`src/rtl/min_max_track_if.sv`:
```
// Sample-in / frame-result-out handshake bundle for min_max_track.
// Index signals exist only when MIN_MAX_TRACK_INDEX_EN is defined.
interface min_max_track_if #(
  parameter int CNT_W = 8
);
  logic             In_Valid;
  logic             In_Ready;
  logic [7:0]       Data;
  logic             Last;
  logic             Out_Valid;
  logic             Out_Ready;
  logic [7:0]       Min;
  logic [7:0]       Max;
  logic [CNT_W-1:0] Count;
  logic             Sat;
`ifdef MIN_MAX_TRACK_INDEX_EN
  logic [CNT_W-1:0] Min_Idx;
  logic [CNT_W-1:0] Max_Idx;
`endif

  modport slave (
    input  In_Valid, Data, Last, Out_Ready,
    output In_Ready, Out_Valid,
    output Min, Max, Count, Sat
`ifdef MIN_MAX_TRACK_INDEX_EN
    , Min_Idx, Max_Idx
`endif
  );

  modport master (
    output In_Valid, Data, Last, Out_Ready,
    input  In_Ready, Out_Valid,
    input  Min, Max, Count, Sat
`ifdef MIN_MAX_TRACK_INDEX_EN
    , Min_Idx, Max_Idx
`endif
  );
endinterface

```
`src/rtl/min_max_track.sv`:
```
// Per-frame unsigned min/max/count tracker with a held result.
// Optional extreme-position outputs: define MIN_MAX_TRACK_INDEX_EN.
module min_max_track #(
  parameter int CNT_W = 8
) (
  input logic             clk,
  input logic             rst,
  min_max_track_if.slave  bus
);
  typedef enum logic [1:0] {
    IDLE,
    ACCUM,
    HOLD
  } state_t;

  localparam logic [CNT_W-1:0] CNT_MAX = '1;

  state_t state;
  state_t state_nx;

  logic [7:0]       min_q;
  logic [7:0]       max_q;
  logic [CNT_W-1:0] cnt_q;
  logic             sat_q;
`ifdef MIN_MAX_TRACK_INDEX_EN
  logic [CNT_W-1:0] min_idx_q;
  logic [CNT_W-1:0] max_idx_q;
`endif

  logic in_rdy;
  logic out_vld;
  logic take;
  logic give;

  assign take = bus.In_Valid & in_rdy;
  assign give = out_vld & bus.Out_Ready;

  always_ff @(posedge clk or posedge rst) begin
    if (rst) state <= IDLE;
    else     state <= state_nx;
  end

  always_comb begin
    state_nx = state;
    unique case (state)
      IDLE:    if (take) state_nx = bus.Last ? HOLD : ACCUM;
      ACCUM:   if (take && bus.Last) state_nx = HOLD;
      HOLD:    if (give) state_nx = IDLE;
      default: state_nx = IDLE;
    endcase
  end

  always_comb begin
    in_rdy  = 1'b0;
    out_vld = 1'b0;
    unique case (state)
      IDLE:    in_rdy  = ~rst;
      ACCUM:   in_rdy  = ~rst;
      HOLD:    out_vld = 1'b1;
      default: ;
    endcase
  end

  // Before saturation cnt_q equals the zero-based position of the
  // incoming sample; once saturated it holds, and so does the position.
  always_ff @(posedge clk or posedge rst) begin
    if (rst) begin
      min_q     <= '0;
      max_q     <= '0;
      cnt_q     <= '0;
      sat_q     <= 1'b0;
`ifdef MIN_MAX_TRACK_INDEX_EN
      min_idx_q <= '0;
      max_idx_q <= '0;
`endif
    end else if (take) begin
      if (state == IDLE) begin
        min_q     <= bus.Data;
        max_q     <= bus.Data;
        cnt_q     <= CNT_W'(1);
        sat_q     <= 1'b0;
`ifdef MIN_MAX_TRACK_INDEX_EN
        min_idx_q <= '0;
        max_idx_q <= '0;
`endif
      end else begin
        if (bus.Data < min_q) begin
          min_q     <= bus.Data;
`ifdef MIN_MAX_TRACK_INDEX_EN
          min_idx_q <= cnt_q;
`endif
        end
        if (bus.Data > max_q) begin
          max_q     <= bus.Data;
`ifdef MIN_MAX_TRACK_INDEX_EN
          max_idx_q <= cnt_q;
`endif
        end
        if (cnt_q == CNT_MAX) sat_q <= 1'b1;
        else                  cnt_q <= cnt_q + CNT_W'(1);
      end
    end
  end

  assign bus.In_Ready  = in_rdy;
  assign bus.Out_Valid = out_vld;
  assign bus.Min       = min_q;
  assign bus.Max       = max_q;
  assign bus.Count     = cnt_q;
  assign bus.Sat       = sat_q;
`ifdef MIN_MAX_TRACK_INDEX_EN
  assign bus.Min_Idx   = min_idx_q;
  assign bus.Max_Idx   = max_idx_q;
`endif
endmodule
```
`src/flat_wrapper.sv`:
```
// flat-port wrapper written by rule: the top's interface ports become plain ports
module min_max_track_flat 
#(
  parameter int CNT_W = 8
)
  (clk, rst, bus_In_Valid, bus_Data, bus_Last, bus_Out_Ready, bus_In_Ready, bus_Out_Valid, bus_Min, bus_Max, bus_Count, bus_Sat);
  min_max_track_if #(.CNT_W(CNT_W)) bus_i ();
  input logic clk;
  input logic rst;
  input wire logic [$bits(bus_i.In_Valid)-1:0] bus_In_Valid;
  input wire logic [$bits(bus_i.Data)-1:0] bus_Data;
  input wire logic [$bits(bus_i.Last)-1:0] bus_Last;
  input wire logic [$bits(bus_i.Out_Ready)-1:0] bus_Out_Ready;
  output wire logic [$bits(bus_i.In_Ready)-1:0] bus_In_Ready;
  output wire logic [$bits(bus_i.Out_Valid)-1:0] bus_Out_Valid;
  output wire logic [$bits(bus_i.Min)-1:0] bus_Min;
  output wire logic [$bits(bus_i.Max)-1:0] bus_Max;
  output wire logic [$bits(bus_i.Count)-1:0] bus_Count;
  output wire logic [$bits(bus_i.Sat)-1:0] bus_Sat;
  assign bus_i.In_Valid = bus_In_Valid;
  assign bus_i.Data = bus_Data;
  assign bus_i.Last = bus_Last;
  assign bus_i.Out_Ready = bus_Out_Ready;
  assign bus_In_Ready = bus_i.In_Ready;
  assign bus_Out_Valid = bus_i.Out_Valid;
  assign bus_Min = bus_i.Min;
  assign bus_Max = bus_i.Max;
  assign bus_Count = bus_i.Count;
  assign bus_Sat = bus_i.Sat;
  min_max_track #(.CNT_W(CNT_W)) u_core (.clk(clk), .rst(rst), .bus(bus_i));
endmodule
```
`config.mk`:
```
export PLATFORM = sky130hd
export DESIGN_NAME = min_max_track_flat
export DESIGN_NICKNAME = d
export VERILOG_FILES = /design/src/rtl/min_max_track_if.sv /design/src/rtl/min_max_track.sv /design/src/flat_wrapper.sv
export SDC_FILE = /design/constraint.sdc
export NUM_CORES = 1
export LEC_CHECK = 0
export ABC_AREA = 1
export ABC_CLOCK_PERIOD_IN_PS = 2200
export CAP_MARGIN = 25
export CORE_UTILIZATION = 50
export DETAILED_ROUTE_END_ITERATION = 10
export GPL_TIMING_DRIVEN = 0
export PLACE_DENSITY = 0.88
export SKIP_CTS_REPAIR_TIMING = 1
export SKIP_LAST_GASP = 1
export SYNTH_ARGS = -nofsm -noshare
export SYNTH_HDL_FRONTEND = slang
export SYNTH_SLANG_ARGS = --single-unit
```
`constraint.sdc`:
```
create_clock -name clk -period 2.2 [get_ports clk]
set_clock_uncertainty 0.2 [all_clocks]
set_input_delay 0.22 -clock clk [delete_from_list [all_inputs] [get_ports clk]]
set_output_delay 0.22 -clock clk [all_outputs]
set_load 0.1 [all_outputs]
```
==> metrics.md <==
| Metric | Value |
|---|---|
| Syn-to-layout area delta | `34.1%` |
| Post-route ant nets | `0` |
| Initial Util | `0.544` |
| Yosys top cell by area | `dfrtp_1` |
| FF/Latch Area | `691 µm²` |
| R2r endpoint | `u_core.bus.Max[0]` |
| Vias in the first global route | `1,398` |
| Core footprint | `3150 µm²` |
| Uppermost layer routed | `met4` |
| Reg2reg start | `u_core.bus.Max[5]` |
| CP Capture Type | `output port` |
| FP Rows | `20` |
| Ports | `40` |
| Max-Cap Viols | `0` |
| Initial antenna violation count | `0` |
| Share of cells above drive strength 1 | `0.139` |
| Syn nets | `251` |
| CTS tree | `built` |
| Post-Syn Instances | `222` |
| Final GP Congestion | `0.869` |
| Final setup fails | `0` |
| Global-route wire length before repair | `6050 µm` |
| Seq cells post-synth | `27` |
| DRC violations left | `0` |
| Least-Margin Pin Slew | `0.986 ns` |
| Worst EP required | `1.78 ns` |
| Post-synth cell types | `25` |
| Synth warnings | `0` |
| Cell Area, Synth | `1720 µm²` |
| Fin. Hold Viols | `0` |
| Critical path peak fanout | `5` |
| Post-DR wirelength/cell | `12.5 µm` |
| Status | `finished clean` |
| GR Overflow Total | `0` |
| Number of flops mapped to enable cells by yosys | `0` |
| Most numerous cell in the Yosys netlist | `nand2_1` |
| R2r setup slk | `0.30 ns` |
| Syn_area_per_cell | `7.73 µm²` |
| Critical path class | `reg -> out` |
| Total CTS buffers | `3` |
| Register area share after synthesis | `0.394` |
| Drt total wl | `3870 µm` |
| Synth Flop Type | `dfrtp_1` |
| GRT Total Usage | `0.223` |
| Fin crit share | `0.972` |
| Clock-pin slew on the worst setup and hold paths | `0.15 ns` |
| Post-synth top area share | `0.394` |
| Largest net degree at the start of global routing | `23` |
| Reg2Reg Depth | `10` |
| Tmin final | `2.14 ns` |
| Slew margin rel. | `0.342` |
| Clock Tree Buf Depth | `2` |
| ANT cells | `0` |
| Die H | `60.6 µm` |
| Tightest Hold Check Type | `in -> async` |
| Initial DRC Count | `44` |
| Root Driver | `clkbuf_4` |
| TritonRoute pass-1 iters | `4` |
| CP Launch Type | `flip-flop` |
| Die extent in x | `60.6 µm` |
| Vias per cell | `5.09` |
| Commonest cells in the netlist | `nand2_1 (69), inv_1 (32), dfrtp_1 (27), nand3_1 (23), ha_1 (16)` |
| Die area | `3670 µm²` |
| Asr flop ratio synth | `1.00` |
| Vias post-DR | `1,577` |
| Port Buffers | `39` |
| Clk_lat worst skew | `0.33 ns` |
| DP HPWL | `2790 µm` |
| CP arrival | `1.72 ns` |
| F_max | `468 MHz` |
| Setup TNS | `0 ns` |
| Top cells by area, synth | `dfrtp_1 (39%), nand2_1 (15%), ha_1 (12%)` |
| Nets@finish | `296` |
| # fillers | `255` |
| Area of the multi-input gates | `881 µm²` |
| Final Max Slew Viols | `0` |
| Met3 WL | `165 µm` |
| CTS sink cnt | `27` |
| H-tree depth | `1` |
| WL met2 | `1880 µm` |
| Met1 Wirelength | `1750 µm` |
| RSZ-0062 raised after global routing | `yes` |
==> worst max-delay path by stage <==
stage                            startpoint           endpoint  depth (start not counted)
after CTS                   u_core.state[0]      bus_Out_Valid                          2
after floorplan           u_core.bus.Min[3]  u_core.bus.Min[0]                         11
after global placement                  rst       bus_In_Ready                          3
after global routing        u_core.state[0]      bus_Out_Valid                          2
after detailed placement                rst       bus_In_Ready                          3
final                       u_core.state[0]      bus_Out_Valid                          2
==> cells in the final DEF (no fill, tap or decap), drive strengths merged, types with 3 or more instances in the layout <==
master	instances
dfrtp	27
buf	3
o21ai	7
a21oi	8
nor2	16
clkbuf	4
nand3	23
dlymetal6s2s	27
nand2	77
inv	36
clkdlybuf4s50	12
ha	16
==> worst max-delay path: stages, from the launching register on <==
cell and delay [ns]:
dfrtp_1 0.49, nor2_2 0.15, dlymetal6s2s_1 0.75
==> per-layer routing <==
metal / GRT usage / vias up
li1: - / 787
met1: 0.292 / 742
met2: 0.363 / 39
met3: 0.0426 / 9
met4: 0.0942 / 0
met5: 0 / -
==> final cells by class <==
type	instances	area share
Buffer	2	0.00653
Timing Repair Buffer	40	0.211
Clock buffer	4	0.0114
Sequential cell	27	0.300
Inverter	37	0.0637
Tap cell	44	0.0239
Multi-Input combinational cell	156	0.383
==> through the flow <==
step                      instances  hold slack [ns]  setup WS (ns)  cell area [µm²]   util
after floorplan                 222           0.0719        0.00824             1730      -
after global placement          305            0.309         -0.193             2180  0.691
after detailed placement        306            0.316         -0.193             2210  0.700
after CTS                       310           0.0110         -0.332             2230  0.708
after global routing            310           0.0271        -0.0322             2300  0.729
final                           310          0.00272         0.0614             2300  0.729
==> kinds of logic after synthesis <==
| group | synth area share |
|---|---|
| simple gates | 0.319 |
| buf+inv | 0.0941 |
| flops | 0.394 |
| compound gates | 0.0605 |
| fa+ha+maj | 0.117 |
| xor+xnor | 0.0153 |
==> sequential cells by signal (all words and copies together), names as in the netlist <==
signal / count
u_core.bus.Min: 8
u_core.bus.Sat: 1
u_core.bus.Max: 8
u_core.bus.Count: 8
u_core.state: 2
Power is left out: the tool's default activity adds up to more than one toggle a clock period on the data nets, which glitch-free logic cannot reach.
==> edit 1 (same flow settings) <==
Re-encode `state_t` (3 states) as one-hot, 3 bits wide.
--- a/src/rtl/min_max_track.sv
+++ b/src/rtl/min_max_track.sv
@@ -7,10 +7,10 @@
   input logic             rst,
   min_max_track_if.slave  bus
 );
-  typedef enum logic [1:0] {
-    IDLE,
-    ACCUM,
-    HOLD
+  typedef enum logic [2:0] {
+    IDLE  = 3'b001,
+    ACCUM = 3'b010,
+    HOLD  = 3'b100
   } state_t;
 
   localparam logic [CNT_W-1:0] CNT_MAX = '1;
Behaviour: no difference found for any inputs over 10 cycles, from zero or initial values and one cycle with rst high; not proved beyond that.
==> edit 1 against the unedited design <==
Sequential cell count is 1 higher; routed wire length is 1.2% lower; setup slack worse by 49 ps; register-to-register slack gained 40 ps; critical path depth grew 3; final area up 4.1%; synthesized area increased by 4.9%; synthesized cell count increased by 4.5%.
Power is not shown: default switching activity piles up to over one toggle a cycle in this logic, so the estimate is an artifact.
==> edit 1: results <==
[run_status]
outcome = complete, no violations

[logic_synthesis]
syn_inst = 232
yosys-top-cells-area = dfrtp_1 38%, nand2_1 14%, ha_1 11%
yosysSeqAreaShare = 0.390
syn-num-nets = 261
synthTopCellsByCount = 68 x nand2_1, 34 x inv_1, 27 x dfrtp_1

[setup_path]
reg2regPathDepth = 8
startpoint = u_core.state[0]$_DFFE_PP1P_
worst_ep_arrival_time_ps = 1770
crit_path_max_fanout = 3
r2r_slack_ps = 340

[grt]
grt_pass1_wl_mm = 6.03
track_usage = 0.212

[drt]
vias_per_cell = 5.07
detail_route.wl_per_cell_um = 11.9
dr.pass1.iters = 5
initialDrtViolationCount = 98
vias = 1634

[placement]
place_inst = 318
dpl.hpwl_mm = 2.87
gp_congestion = 0.799
placed_area_mm2 = 0.00230
post-place-ws_ps = -293

[final_layout]
fin_nets = 306
drive_gt1_frac = 0.159

[clock_network]
cts.sinks = 28

[timing]
whs_ps = 7.20
max_slew_margin = 0.346
-- edit 1: cell count changes in the layout (fill, tap and decap cells not counted), sizes merged, moves of 2 or more --
| cell | before | now |
|---|---|---|
| clkbuf | 4 | 6 |
| dlymetal6s2s | 27 | 25 |
| nor3 | 1 | 4 |
| o21ai | 7 | 16 |
-- edit 1: cell families (layout without fill, tap and decap cells) --
group / after synthesis / count (layout) / share of synthesized area
compound gates: 26 / 26 / 0.0855
xor+xnor: 2 / 2 / 0.00974
fa+ha+maj: 16 / 16 / 0.111
buf+inv: 38 / 82 / 0.0897
flops: 28 / 28 / 0.390
simple gates: 122 / 122 / 0.314
-- edit 1: area by class of cell --
| class | count | area (um^2) |
|---|---|---|
| Tap cell | 46 | 57.6 |
| Sequential cell | 28 | 718 |
| Clock buffer | 4 | 36.3 |
| Inverter | 35 | 131 |
| Timing Repair Buffer | 40 | 470 |
| Fill cell | 251 | 996 |
| Buffer | 3 | 30.0 |
| Multi-Input combinational cell | 166 | 950 |
-- edit 1: critical path, cell delays in order, from the launching register on --
cell and delay (ps):
dfstp_2 610, nand3_2 120, nand2_2 120, inv_1 70
nor2_2 70, clkbuf_2 450
-- edit 1: worst max-delay path by stage --
| stage | endpoint | slack, ps | cells after the start |
|---|---|---|---|
| final | bus_In_Ready | 10 | 5 |
| after global placement | u_core.bus.Min[0]$_DFFE_PP0P_ | -600 | 8 |
| after detailed placement | bus_In_Ready | -290 | 5 |
| after CTS | bus_In_Ready | -680 | 5 |
| after global routing | bus_In_Ready | -70 | 5 |
| after floorplan | u_core.bus.Min[0]$_DFFE_PP0P_ | 8 | 11 |
-- edit 1: layer usage --
layer,routed length (um),track usage,vias to the layer above
met3,124,0.0228,6
met4,46,0.0540,0
met5,0,0,-
li1,-,-,835
met1,1840,0.319,752
met2,1810,0.325,41
==> edit 2 (same flow settings) <==
Without the edit above. `CNT_W` is set to 8 in 3 places; all go to 6.
--- a/src/rtl/min_max_track_if.sv
+++ b/src/rtl/min_max_track_if.sv
@@ -1,7 +1,7 @@
 // Sample-in / frame-result-out handshake bundle for min_max_track.
 // Index signals exist only when MIN_MAX_TRACK_INDEX_EN is defined.
 interface min_max_track_if #(
-  parameter int CNT_W = 8
+  parameter int CNT_W = 6
 );
   logic             In_Valid;
   logic             In_Ready;
--- a/src/rtl/min_max_track.sv
+++ b/src/rtl/min_max_track.sv
@@ -1,7 +1,7 @@
 // Per-frame unsigned min/max/count tracker with a held result.
 // Optional extreme-position outputs: define MIN_MAX_TRACK_INDEX_EN.
 module min_max_track #(
-  parameter int CNT_W = 8
+  parameter int CNT_W = 6
 ) (
   input logic             clk,
   input logic             rst,
--- a/src/flat_wrapper.sv
+++ b/src/flat_wrapper.sv
@@ -1,7 +1,7 @@
 // flat-port wrapper written by rule: the top's interface ports become plain ports
 module min_max_track_flat 
 #(
-  parameter int CNT_W = 8
+  parameter int CNT_W = 6
 )
   (clk, rst, bus_In_Valid, bus_Data, bus_Last, bus_Out_Ready, bus_In_Ready, bus_Out_Valid, bus_Min, bus_Max, bus_Count, bus_Sat);
   min_max_track_if #(.CNT_W(CNT_W)) bus_i ();
Interface: changed (resized bus_Count); port bits go from 40 to 38. The function was not compared with the original's and may differ.
==> edit 2 against the unedited design <==
Routed wire length fell by 15%; count of clock-buffer cells in the layout down 1; synthesized area shrank 4.3%; setup slack improved by 32 ps; sequential share of layout area down 0.61 points; sequential cell count fell by 2; final area decreased by 5.5%; critical path type unchanged.
Power is not shown: default switching activity piles up to over one toggle a cycle in this logic, so the estimate is an artifact.
==> edit 2: results <==
[drt]
dr.pass1.iters = 4
m1WireLength_mm = 1.56
met3_length_um = 106
vias_per_cell = 5.00
top_layer_used = met3
vias = 1445
wirelength_mm = 3.31
initialDrtViolationCount = 35
wl_met2_mm = 1.64

[placement]
placed_area_mm2 = 0.00208
dpl.hpwl_mm = 2.48
post-place-ws_ps = -170
place_inst = 285
gp_congestion = 0.827
port_buffers = 37

[final_layout]
diodes = 0
drive_gt1_frac = 0.139
fin_nets = 275

[logic_synthesis]
ys_async_sr_fraction = 1.00
synthMuxAreaShare = 0
synthTopCellsByCount = 67 x nand2_1, 31 x inv_1, 25 x dfrtp_1
syn-num-nets = 233
yosysWarnings = 0
yosysSeqAreaShare = 0.381
yosys-top-cells-area = dfrtp_1 38%, nand2_1 15%, ha_1 12%
synth_cell_type_count = 29
synth_flop_cell = dfrtp_1
synthAdderAreaFrac = 0.122
synth_compound_area_frac = 0.0633
syn_avg_cell_area_um2 = 8.05
synthXorXnorAreaFrac = 0.00534

[clock_network]
cts_root_buf = clkbuf_4
path_clk_slew_ps = 150
numCtsBuffers = 3
htreeDepth = 1
clock_latency_ps = 320
clk_path_buf_depth = 2

[timing]
max_slew_margin = 0.340

[setup_path]
slowest_delay_ps = 750
crit_path_max_fanout = 3
worst_ep_arrival_time_ps = 1690
critPathTopFamily = buffers and inverters
cpMaxStageDelayCell = dlymetal6s2s_1

[grt]
grt_max_degree = 26
track_usage = 0.204
grt_overflow = 0
top_usage_layer = met2
grtUsageMet2 = 0.372
grt_pass1_wl_mm = 5.49
grt_use_met3 = 0.0197
grt_pass1_vias = 1290
antenna_found_initial = 0
met1_usage = 0.259

[worst_hold_path]
worst_hold_path_type = input pin to flip-flop

[run_status]
outcome = complete, no violations
edit 2: changes by cell type after synthesis, sizes merged, moves of 2 or more:
cell   unedited run  this run
dfrtp            27        25
nand4             2         5
inv              36        32
nand2            77        74
a21oi             8         5
nor2             16         9
edit 2: final timing paths:
kind                       cells past startpoint  slack (ps)                         endpoint                     startpoint
max reg2reg                                   10         440    u_core.bus.Max[2]$_DFFE_PP0P_  u_core.bus.Max[5]$_DFFE_PP0P_
max                                            3          90                    bus_Out_Valid    u_core.state[1]$_DFFE_PP0P_
min                                            2         260      u_core.state[0]$_DFFE_PP0P_                       bus_Last
max in group asynchronous                      2         910    u_core.bus.Min[5]$_DFFE_PP0P_                            rst
min in group asynchronous                      2         270  u_core.bus.Count[3]$_DFFE_PP0P_                            rst
min reg2reg                                    1         300       u_core.bus.Sat$_DFFE_PP0P_     u_core.bus.Sat$_DFFE_PP0P_
edit 2: cells by family (layout without fill, tap and decap cells):
family          count (synthesis)  count (layout)
compound gates                 15              15
xor+xnor                        1               1
fa+ha+maj                      16              16
buf+inv                        35              76
flops                          25              25
simple gates                  112             112
edit 2: layout make-up:
type / count / area, um^2
fillers: 249 / 905
multi-input cells: 144 / 866
flip-flops and latches: 25 / 639
repair buffers: 37 / 433
inverters: 33 / 130
well taps: 44 / 55.1
clock buffers: 3 / 22.5
plain buffers: 2 / 22.5
clock inverters: 1 / 5.00
edit 2: worst register-to-register path: cells and delay by family (launching register included):
family	cells	cell delay, ps
AOI/OAI and AO/OA	1	130
and+or+nand+nor	7	590
buffers and inverters	1	50
DFF	1	400
adders and majority gates	1	310
